### src/rtl/id_regfile_bypass.sv
// ID-stage register file: 31 GPRs plus HI/LO, WB commit, EX/MEM/WB operand bypass and load-use stall request.
// Optional HI/LO storage and bypass enabled by defining REGFILE_HILO_EN.
module id_regfile_bypass (
    input  logic        clk,
    input  logic        rst,
    input  logic [37:0] wb_to_rf,
    input  logic [65:0] wb_hilo,
    input  logic [37:0] ex_fwd,
    input  logic [37:0] mem_fwd,
    input  logic [65:0] ex_hilo,
    input  logic [65:0] mem_hilo,
    input  logic        ex_is_load,
    input  logic [4:0]  raddr1,
    input  logic [4:0]  raddr2,
    input  logic        re1,
    input  logic        re2,
    output logic [31:0] rdata1,
    output logic [31:0] rdata2,
    output logic [31:0] hi_rdata,
    output logic [31:0] lo_rdata,
    output logic        stallreq
);

    logic        wb_we,    ex_we,    mem_we;
    logic [4:0]  wb_waddr, ex_waddr, mem_waddr;
    logic [31:0] wb_wdata, ex_wdata, mem_wdata;

    assign {wb_we,  wb_waddr,  wb_wdata}  = wb_to_rf;
    assign {ex_we,  ex_waddr,  ex_wdata}  = ex_fwd;
    assign {mem_we, mem_waddr, mem_wdata} = mem_fwd;

    // r0 is hardwired, so only r1..r31 are stored
    logic [31:0] gpr [1:31];

    always_ff @(posedge clk) begin
        if (rst) begin
            for (int unsigned i = 1; i < 32; i++) begin
                gpr[i] <= '0;
            end
        end else if (wb_we && wb_waddr != '0) begin
            gpr[wb_waddr] <= wb_wdata;
        end
    end

    always_comb begin
        rdata1 = '0;
        if (raddr1 != '0) begin
            if (ex_we && ex_waddr == raddr1)        rdata1 = ex_wdata;
            else if (mem_we && mem_waddr == raddr1) rdata1 = mem_wdata;
            else if (wb_we && wb_waddr == raddr1)   rdata1 = wb_wdata;
            else                                    rdata1 = gpr[raddr1];
        end
    end

    always_comb begin
        rdata2 = '0;
        if (raddr2 != '0) begin
            if (ex_we && ex_waddr == raddr2)        rdata2 = ex_wdata;
            else if (mem_we && mem_waddr == raddr2) rdata2 = mem_wdata;
            else if (wb_we && wb_waddr == raddr2)   rdata2 = wb_wdata;
            else                                    rdata2 = gpr[raddr2];
        end
    end

    // A load in EX has no data yet; only used operands may request a stall
    assign stallreq = ex_is_load && ex_we && (ex_waddr != '0) &&
                      ((re1 && ex_waddr == raddr1) || (re2 && ex_waddr == raddr2));

`ifdef REGFILE_HILO_EN
    logic        wb_hi_we,  wb_lo_we,  ex_hi_we,  ex_lo_we,  mem_hi_we,  mem_lo_we;
    logic [31:0] wb_hi,     wb_lo,     ex_hi,     ex_lo,     mem_hi,     mem_lo;
    logic [31:0] hi_q, lo_q;

    assign {wb_hi_we,  wb_lo_we,  wb_hi,  wb_lo}  = wb_hilo;
    assign {ex_hi_we,  ex_lo_we,  ex_hi,  ex_lo}  = ex_hilo;
    assign {mem_hi_we, mem_lo_we, mem_hi, mem_lo} = mem_hilo;

    always_ff @(posedge clk) begin
        if (rst) begin
            hi_q <= '0;
            lo_q <= '0;
        end else begin
            if (wb_hi_we) hi_q <= wb_hi;
            if (wb_lo_we) lo_q <= wb_lo;
        end
    end

    always_comb begin
        hi_rdata = hi_q;
        if (ex_hi_we)       hi_rdata = ex_hi;
        else if (mem_hi_we) hi_rdata = mem_hi;
        else if (wb_hi_we)  hi_rdata = wb_hi;
    end

    always_comb begin
        lo_rdata = lo_q;
        if (ex_lo_we)       lo_rdata = ex_lo;
        else if (mem_lo_we) lo_rdata = mem_lo;
        else if (wb_lo_we)  lo_rdata = wb_lo;
    end
`else
    logic unused_hilo;
    assign unused_hilo = ^{wb_hilo, ex_hilo, mem_hilo};
    assign hi_rdata = '0;
    assign lo_rdata = '0;
`endif

endmodule

### config.mk
export PLATFORM = sky130hd
export DESIGN_NAME = id_regfile_bypass
export DESIGN_NICKNAME = d
export VERILOG_FILES = /design/src/rtl/id_regfile_bypass.sv
export SDC_FILE = /design/constraint.sdc
export NUM_CORES = 2
export LEC_CHECK = 0
export BUFFER_PORTS_ARGS = -buffer_cell sky130_fd_sc_hd__buf_2
export CAP_MARGIN = 30
export CORE_ASPECT_RATIO = 0.9
export CORE_MARGIN = 5
export CORE_UTILIZATION = 50
export CTS_BUF_LIST = sky130_fd_sc_hd__clkbuf_8 sky130_fd_sc_hd__clkbuf_16
export CTS_CLUSTER_DIAMETER = 150
export CTS_CLUSTER_SIZE = 12
export DETAILED_ROUTE_END_ITERATION = 12
export GPL_TIMING_DRIVEN = 0
export PLACE_DENSITY = 0.69
export SYNTH_ARGS = -nofsm -noshare
export SYNTH_HDL_FRONTEND = slang
export SYNTH_SLANG_ARGS = --single-unit
### constraint.sdc
create_clock -name clk -period 4.6 [get_ports clk]
set_input_delay 0.92 -clock clk [delete_from_list [all_inputs] [get_ports clk]]
set_output_delay 0.92 -clock clk [all_outputs]
set_load 0.02 [all_outputs]
==> flow_metrics.env <==
export IMPL_drt_iter0_markers=8917
export IMPL_dp_hpwl_mm=209
export IMPL_setup_ws_ns=-0.239
export IMPL_cts_made_buffers=95
export IMPL_period_share_pct=105
export IMPL_netlist_instances=4435
export IMPL_ys_seq_elements=1024
export IMPL_yosys_warnings=0
export IMPL_final_cell_mix="edfxtp_1, and2_1, mux2i_1"
export IMPL_synth_top_cells_by_area="edfxtp_1, and2_1, mux2i_1"
export IMPL_p_int_mw=15.8
export IMPL_violations="design-rule violations, negative setup slack"
export IMPL_crit_chain="buf_4 > buf_4 > buf_1 > buf_8 > nand2_2 > a21oi_1 > nor4_1 > a221oi_2 > o21ai_1 > buf_2"
export IMPL_die_h_um=332
export IMPL_wirelength_mm=282
export IMPL_hold_depth=1
export IMPL_drv_cap=0
export IMPL_fin_crit_ns=4.84
export IMPL_cts_tree="done"
export IMPL_fp_dieW_um=368
export IMPL_nFillCells=9401
export IMPL_drc_errors=3
export IMPL_drt_wirelength_per_cell_um=43.9
export IMPL_pwr_share_clk_pct=32.4
export IMPL_area_growth_pct=14.3
export IMPL_fin_nets=5209
export IMPL_switchingPower_mw=6.65
export IMPL_arrival_ns=3.92
export IMPL_final_hold_viol_count=0
export IMPL_dr_pass1_iters=11
export IMPL_instances_no_fill=6419
export IMPL_drive_gt1_share_pct=21.3
export IMPL_antenna_found_initial=24
export IMPL_final_common_cell="edfxtp_1"
export IMPL_dieArea_um2=122000
export IMPL_path_max_fanout=10
export IMPL_grt_pass1_vias=43300
export IMPL_pwr_share_comb_pct=18.4
export IMPL_peakVddDrop_mv=0.298
export IMPL_setup_viol=50
export IMPL_largest_reg_flops=1024
export IMPL_grt_max_degree=33
export IMPL_clock_fmax_mhz=207
export IMPL_slowest_stage="a221oi_2"
export IMPL_grt_overflow_total=0
export IMPL_top_regs="gpr (1024)"
export IMPL_core_um2=115000
export IMPL_critPathKind="input pin to output pin"
export IMPL_port_buffers=183
export IMPL_syn_area_per_cell_um2=13.0
export IMPL_p_leak_nw=24.3
export IMPL_synth_top_area_share_pct=53.3
export IMPL_top_register="gpr"
export IMPL_whs_ns=0.530
export IMPL_cts_root_buf="clkbuf_16"
export IMPL_rows=118
export IMPL_vias_per_cell=7.24
export IMPL_gp_congestion=1.11
export IMPL_synth_distinct_cells=56
export IMPL_hp_class="input pin to register"
export IMPL_path_clk_slew_ns=0.06
export IMPL_cts_buffer_depth=3
export IMPL_grt_first_pass_wirelength_mm=369
export IMPL_clock_sinks=1024
export IMPL_ys_seq_area_share_pct=53.3
export IMPL_mappedNetlistArea_um2=57600
export IMPL_place_ws_ns=-1.37
export IMPL_start_util_pct=50.2
export IMPL_switching_share_pct=29.6
export IMPL_cp_start_kind="input pin"
export IMPL_pin_count=456
export IMPL_dpl_instance_area_um2=62000
export IMPL_htree_levels=3
export IMPL_final_area_um2=65900
export IMPL_yosys_area_top_type="edfxtp_1"
export IMPL_required_ns=3.68
export IMPL_rsz0062_at_grt="yes"
export IMPL_max_slew_margin_pct=24.2
export IMPL_worstMarginPinSlew_ns=1.13
export IMPL_pwr_share_seq_pct=49.2
export IMPL_cts_hold_buf=0
export IMPL_status="finished, violations left"
export IMPL_slowest_delay_ns=0.52
export IMPL_fin_util_pct=57.4
export IMPL_worstSetupEndpointType="output pin"
export IMPL_dpl_cell_count=6285
export IMPL_crit_top_cell="buf_4"
export IMPL_slew_viol_final=0
export IMPL_power_density_nw_per_um2=341
export IMPL_ant_nets=0
export IMPL_grt_total_usage_pct=44.7
export IMPL_vias=46500
## kinds of logic after synthesis
kind of cell / count (synthesis) / synth area share [%]
XOR/XNOR: 30 / 0.456
AO/OA/AOI/OAI: 726 / 8.85
AND/OR/NAND/NOR: 1308 / 13.6
multiplexers: 819 / 19.1
other: 1 / 0.00651
flip-flops: 1024 / 53.3
buffers and inverters: 527 / 4.67
## synthesized netlist by cell type, drive strengths merged
master   instances
a2111oi          2
a211oi          37
a21o             1
a21oi          138
a221o            2
a221oi          75
a22oi          248
a2bb2oi          4
and2          1004
and2b            1
and3             6
and3b            2
buf            240
clkbuf         286
conb             1
edfxtp        1024
inv              1
mux2i          595
mux4           224
nand2           95
nand2b           5
nand3           35
nand3b           7
nand4           11
nor2            46
nor2b           17
nor3             3
nor3b            3
nor4            36
o211ai          17
o21a             1
o21ai          118
o221ai          21
o22a             9
o22ai           30
o2bb2ai         23
or2             32
or3              2
or3b             2
or4              1
xnor2           12
xor2            18
## per-layer routing
metal | GRT usage, % | wire length, um
met1 | 55.6 | 94800
met2 | 59.6 | 111000
met3 | 22.4 | 49200
met4 | 33.1 | 27000
met5 | 0 | 109
## final timing paths
| kind | startpoint | endpoint | slack [ns] |
|---|---|---|---|
| min | wb_to_rf[3] | gpr[0][3] | 0.53 |
| max | raddr2[2] | rdata2[6] | -0.24 |
## timing repair
| action | in CTS | in global routing |
|---|---|---|
| setup buffers | 0 | 1 |
| pin swaps | 7 | 9 |
| resized for setup | 209 | 126 |
| hold endpoints to repair | 0 | 0 |
| setup endpoints to repair | 64 | 60 |
## worst max-delay path: cells and delay by family
family          cells  cell delay [ns]
compound gates      3             1.06
buf+inv             5             1.42
simple gates        2             0.48
## per-stage QoR
stage,TNS [ns],power [mW]
2_1_floorplan,0,13.1
3_3_place_gp,-52.85,14.8
3_5_place_dp,-47.83,15.0
4_1_cts,-0.0562,22.0
5_1_grt,-0.0253,22.7
6_report,-4.42,22.5
## power by group through the flow
stage          Combinational (mW)  Sequential, mW  Clock [mW]
2_1_floorplan                2.00            11.1           0
3_3_place_gp                 3.57            11.2           0
3_5_place_dp                 3.71            11.2           0
4_1_cts                      3.82            11.1        7.15
5_1_grt                      4.08            11.1        7.49
6_report                     4.13            11.1        7.28
## layout make-up
class	instances	area, um2	area share (%)
clock buffers	97	2430	3.69
clock inverters	4	50.0	0.0760
repair buffers	261	2210	3.36
inverters	1	3.75	0.00570
well taps	1500	1880	2.85
flip-flops and latches	1024	30700	46.7
multi-input cells	2979	25300	38.4
plain buffers	520	3160	4.80
diodes	33	82.6	0.125
Power figures use the tool's default switching activity.
